File: src/rtl/riscv_pkg.sv
// Shared RV32 encoding constants and the field-bundle kind/state encodings
// used by the program loader.
package riscv_pkg;

  localparam logic [6:0] ALU_R     = 7'b0110011;
  localparam logic [6:0] ALU_I     = 7'b0010011;
  localparam logic [6:0] BRANCH_EQ = 7'b1100011;
  localparam logic [6:0] JUMP      = 7'b1101111;
  localparam logic [6:0] LOAD      = 7'b0000011;
  localparam logic [6:0] STORE     = 7'b0100011;

  localparam logic [6:0] F7_BASE = 7'b0000000;
  localparam logic [6:0] F7_ALT  = 7'b0100000;
  localparam logic [6:0] F7_MUL  = 7'b0000001;

  localparam logic [31:0] NOP_WORD = 32'h00000013;

  typedef enum logic [2:0] {
    K_R     = 3'd0,
    K_I     = 3'd1,
    K_BEQ   = 3'd2,
    K_JAL   = 3'd3,
    K_LOAD  = 3'd4,
    K_STORE = 3'd5,
    K_MUL   = 3'd6,
    K_ILL   = 3'd7
  } kind_e;

  typedef enum logic [1:0] {
    S_IDLE = 2'd0,
    S_LOAD = 2'd1,
    S_PAD  = 2'd2,
    S_DONE = 2'd3
  } ld_state_e;

endpackage

File: src/rtl/instr_pack.sv
// Combinational packer: decoded fields -> 32-bit RV word plus an
// immediate-range / legal-kind flag.
module instr_pack
  import riscv_pkg::*;
(
  input  logic [2:0]  kind,
  input  logic [2:0]  funct3,
  input  logic        alt,
  input  logic [4:0]  rd,
  input  logic [4:0]  rs1,
  input  logic [4:0]  rs2,
  input  logic [31:0] imm,
  output logic [31:0] word,
  output logic        range_ok
);

  logic fit12, fit13, fit21;

  // A value fits in N signed bits when all bits above N-1 match the sign.
  assign fit12 = (&imm[31:11]) | ~(|imm[31:11]);
  assign fit13 = ((&imm[31:12]) | ~(|imm[31:12])) & ~imm[0];
  assign fit21 = ((&imm[31:20]) | ~(|imm[31:20])) & ~imm[0];

  always_comb begin
    word     = '0;
    range_ok = 1'b1;
    case (kind)
      K_R:     word = {(alt ? F7_ALT : F7_BASE), rs2, rs1, funct3, rd, ALU_R};
      K_MUL:   word = {F7_MUL, rs2, rs1, funct3, rd, ALU_R};
      K_I: begin
        word     = {imm[11:0], rs1, funct3, rd, ALU_I};
        range_ok = fit12;
      end
      K_LOAD: begin
        word     = {imm[11:0], rs1, funct3, rd, LOAD};
        range_ok = fit12;
      end
      K_STORE: begin
        word     = {imm[11:5], rs2, rs1, funct3, imm[4:0], STORE};
        range_ok = fit12;
      end
      K_BEQ: begin
        word     = {imm[12], imm[10:5], rs2, rs1, 3'b000, imm[4:1], imm[11], BRANCH_EQ};
        range_ok = fit13;
      end
      K_JAL: begin
        word     = {imm[20], imm[10:1], imm[11], imm[19:12], rd, JUMP};
        range_ok = fit21;
      end
      default: range_ok = 1'b0;
    endcase
  end

endmodule

File: src/rtl/instr_encoder_loader.sv
// Program loader: accepts field bundles, writes packed words sequentially
// into instruction memory, and pads the tail with NOPs on finish.
module instr_encoder_loader #(
  parameter int          ADDR_W   = 6,
  parameter int          DEPTH    = 64,
  parameter logic [31:0] NOP_WORD = riscv_pkg::NOP_WORD
) (
  input  logic              clk,
  input  logic              arst_n,
  input  logic              start,
  input  logic              finish,
  input  logic              in_valid,
  output logic              in_ready,
  input  logic [2:0]        kind,
  input  logic [2:0]        funct3,
  input  logic              alt,
  input  logic [4:0]        rd,
  input  logic [4:0]        rs1,
  input  logic [4:0]        rs2,
  input  logic [31:0]       imm,
  output logic              imem_we,
  output logic [ADDR_W-1:0] imem_addr,
  output logic [31:0]       imem_wdata,
  output logic [ADDR_W:0]   count,
  output logic              busy,
  output logic              done,
  output logic              err
);
  import riscv_pkg::*;

  localparam logic [ADDR_W:0] DEPTH_C = DEPTH[ADDR_W:0];
  localparam logic [ADDR_W:0] LAST_C  = DEPTH_C - 1'b1;

  ld_state_e   state, state_n;
  logic        acc, pad_wr;
  logic [31:0] pk_word;
  logic        pk_ok;

  instr_pack u_pack (
    .kind     (kind),
    .funct3   (funct3),
    .alt      (alt),
    .rd       (rd),
    .rs1      (rs1),
    .rs2      (rs2),
    .imm      (imm),
    .word     (pk_word),
    .range_ok (pk_ok)
  );

  always_comb begin
    state_n  = state;
    acc      = 1'b0;
    pad_wr   = 1'b0;
    in_ready = (state == S_LOAD) && (count < DEPTH_C) && !finish;
    if (start) begin
      state_n = S_LOAD;
    end else begin
      case (state)
        S_LOAD: begin
          if (finish) begin
            state_n = (count == DEPTH_C) ? S_DONE : S_PAD;
          end else if (in_valid && in_ready) begin
            acc = 1'b1;
            if (pk_ok && count == LAST_C) state_n = S_DONE;
          end
        end
        S_PAD: begin
          pad_wr = 1'b1;
          if (count == LAST_C) state_n = S_DONE;
        end
        default: ;
      endcase
    end
  end

  always_ff @(posedge clk) begin
    if (!arst_n) begin
      state      <= S_IDLE;
      count      <= '0;
      imem_we    <= 1'b0;
      imem_addr  <= '0;
      imem_wdata <= '0;
      err        <= 1'b0;
    end else begin
      state   <= state_n;
      imem_we <= 1'b0;
      if (start) begin
        count     <= '0;
        imem_addr <= '0;
        err       <= 1'b0;
      end else if (acc) begin
        // Rejected bundles are consumed without touching memory or count.
        if (pk_ok) begin
          imem_we    <= 1'b1;
          imem_addr  <= count[ADDR_W-1:0];
          imem_wdata <= pk_word;
          count      <= count + 1'b1;
        end else begin
          err <= 1'b1;
        end
      end else if (pad_wr) begin
        imem_we    <= 1'b1;
        imem_addr  <= count[ADDR_W-1:0];
        imem_wdata <= NOP_WORD;
        count      <= count + 1'b1;
      end
    end
  end

  assign busy = (state == S_LOAD) || (state == S_PAD);
  assign done = (state == S_DONE);

endmodule
File: config.mk
export PLATFORM = sky130hd
export DESIGN_NAME = instr_encoder_loader
export DESIGN_NICKNAME = d
export VERILOG_FILES = /design/src/rtl/riscv_pkg.sv /design/src/rtl/instr_pack.sv /design/src/rtl/instr_encoder_loader.sv
export SDC_FILE = /design/constraint.sdc
export NUM_CORES = 1
export LEC_CHECK = 0
export CAP_MARGIN = 20
export CORE_MARGIN = 4
export CORE_UTILIZATION = 65
export CTS_CLUSTER_SIZE = 24
export DETAILED_ROUTE_END_ITERATION = 10
export DONT_BUFFER_PORTS = 1
export PLACE_DENSITY = 0.8
export SYNTH_ARGS = -nofsm -noshare
export SYNTH_HDL_FRONTEND = slang
export SYNTH_HIERARCHICAL = 1
export SYNTH_SLANG_ARGS = --single-unit
export TNS_END_PERCENT = 30
File: constraint.sdc
create_clock -name clk -period 3.5 [get_ports clk]
set_input_delay 0.525 -clock clk [delete_from_list [all_inputs] [get_ports clk]]
set_output_delay 0.525 -clock clk [all_outputs]
set_load 0.05 [all_outputs]
==> qor.yml <==
floorplanning:
  std_cell_rows: 23
  initial_core_util_pct: 69.26
  fp.coreArea_um2: 4144
  fp.dieArea_um2: 5543
  fp.dieH_um: 74.45
  dieWidth_um: 74.45
  ios: 109
grt:
  use_met2_pct: 42.15
  grt-ovfl-total: 0
  gr-usage-all-layers_pct: 26.82
  busiest_layer: "met2"
  grt_pass1_wl_um: 11850
  antenna_found_initial: 0
  grt_max_degree: 43
  grt_use_met1_pct: 35.97
  use_met3_pct: 9.730
  grt_pass1_vias: 2525
yosys:
  synthesis.area_um2: 2870
  synthFlopType: "dfxtp_1"
  synthesis.nets: 437
  yosysSeqAreaShare_pct: 34.18
  synth_area_leaders: "dfxtp_1 34%, a21oi_1 9.1%, o21ai_0 7.3%, nand2_1 6.9%, mux2i_1 2.4%"
  yosysTopAreaCellShare_pct: 34.18
  yosys_warnings: 6
  synthArstFlopShare_pct: 0
  postSynthAreaPerCell_um2: 7.695
  netlist_instances: 373
  ys_types: 50
  synth_top_area_cell: "dfxtp_1"
  synth.ff_latch_count: 49
  synth_edf_count: 0
cells_and_area:
  layout_common_cells: "53 x nand2_1, 52 x a21oi_1, 49 x dfxtp_1"
  area_delta_synth_final_pct: 0.5667
  layout-drive-gt1-share_pct: 7.324
  final_nets: 418
  diodes: 0
  final_common_cell: "nand2_1"
  fillCellCount: 366
  finalInstanceArea_um2: 2887
route:
  vias_per_cell: 6.649
  drt-total-wl_um: 7377
  vias: 2693
  antenna_left: 0
  dr.pass1.iters: 4
  dr.first_iter.drc_count: 133
  wl_per_cell_um: 18.21
  drcViolationCount: 0
clock_network:
  hold_buffers: 0
  cts_sinks: 49
  cts_max_path_buffers: 2
  cts-root-buf: "clkbuf_8"
  clock_latency_ns: 0.30
  cts_buffers: 5
  tritoncts: "yes"
  postCtsSetupBuffers: 0
  ctsResizeCount: 0
  htreeDepth: 2
  path_clk_slew_ns: 0.09
critical_path:
  start_kind: "flop"
  worstPathArrival_ns: 1.98
  crit_required_ns: 2.97
  cp_max_fo: 5
  rrSetupSlack_ns: 1.17
  end_kind: "output pin"
  critical_path_class: "flop to output pin"
sta:
  slew-limit-headroom_pct: 37.34
  worstMarginPinSlew_ns: 0.9380
  hold_viol: 0
  setup_tns_ns: 0
  finalSetupViolations: 0
  max_freq_mhz: 398.7
  drv_slew: 0
  finClkSkew_ns: 0.003668
  fin_crit_ns: 2.508
  rsz0062_at_grt: "false"
  finalCritPeriodShare_pct: 71.67
pwr:
  p_leak_uw: 0.0009847
  peakVddDrop_mv: 0.3404
  powerDensity_nw_per_um2: 361.7
  power_uw: 1044
placement:
  post-dp-hpwl_um: 5375
  port_buffers: 0
  gp_congestion: 0.8826
  place_area_um2: 2800
run_status:
  run_status: "finished, final reports clean"
hold_path:
  hold_class: "input pin to flop"
run:
  drv_cap: 0
-- state kept, by name, summed over array words and instances, names as in the netlist --
name,cells
count,7
imem_addr,6
imem_wdata,32
imem_we,1
state,2
err,1
-- where the power goes --
part	internal (µW)	switching (µW)
Combinational	53.1	77.1
Sequential	562	16.5
Clock	143	192
Total	758	286
-- kinds of logic (layout without fill, tap and decap cells) --
kind of cell    after synthesis  in the layout  synth area share [%]
flops                        49             49                 34.18
fa+ha+maj                     5              5                 2.180
simple gates                129            129                 23.37
mux                           8              8                 2.834
compound gates              140            140                 29.82
buf+inv                      42             24                 7.628
-- Yosys cell counts (7+ instances only) --
cell	instances
o21ai_0	42
nand3_1	10
inv_1	12
dfxtp_1	49
clkbuf_1	12
nand2_1	53
mux2i_1	7
nor2_1	12
a21oi_1	52
-- final timing paths --
| kind | startpoint | to | cells past startpoint |
|---|---|---|---|
| setup / recovery | state[1]$_SDFFE_PP0P_ | in_ready | 4 |
| hold / removal | arst_n | imem_wdata[0]$_SDFFE_PN0P_ | 1 |
| setup reg to reg | count[6]$_SDFFE_PP0P_ | imem_addr[0]$_SDFFE_PP0P_ | 5 |
| hold reg to reg | state[1]$_SDFFE_PP0P_ | state[1]$_SDFFE_PP0P_ | 2 |
-- worst max-delay path, cell delays in order, from the launching register on --
cell     delay (ns)
dfxtp_1        0.34
inv_1          0.08
ha_1           0.21
nor2b_1        0.27
nor2b_1        0.79
-- layer usage --
layer	vias up	part of all wire (%)
met5	-	0
met4	0	0.70
met3	7	12
met2	106	46
met1	1266	42
li1	1314	-
-- final cells by class --
cell class | instances | area, µm² | share of cell area [%]
clock inverter | 2 | 13.76 | 0.4768
timing repair buffer | 3 | 22.52 | 0.7802
multi-input combinational | 282 | 1683 | 58.30
clock buffer | 6 | 72.57 | 2.514
tap | 50 | 62.56 | 2.167
inverter | 13 | 51.30 | 1.777
sequential | 49 | 980.9 | 33.98
-- per-stage QoR --
step	instances	hold slack [ns]	worst slack, ns	util, %
floorplan	373	0.4698	1.169	-
global placement	397	0.5068	0.9842	67.57
detailed placement	397	0.5044	0.8910	67.57
CTS	405	0.3545	0.9896	69.66
global route	405	0.3477	0.8733	69.66
finish	405	0.3602	0.9916	69.66
No activity file was read; power rests on OpenSTA's default activity.
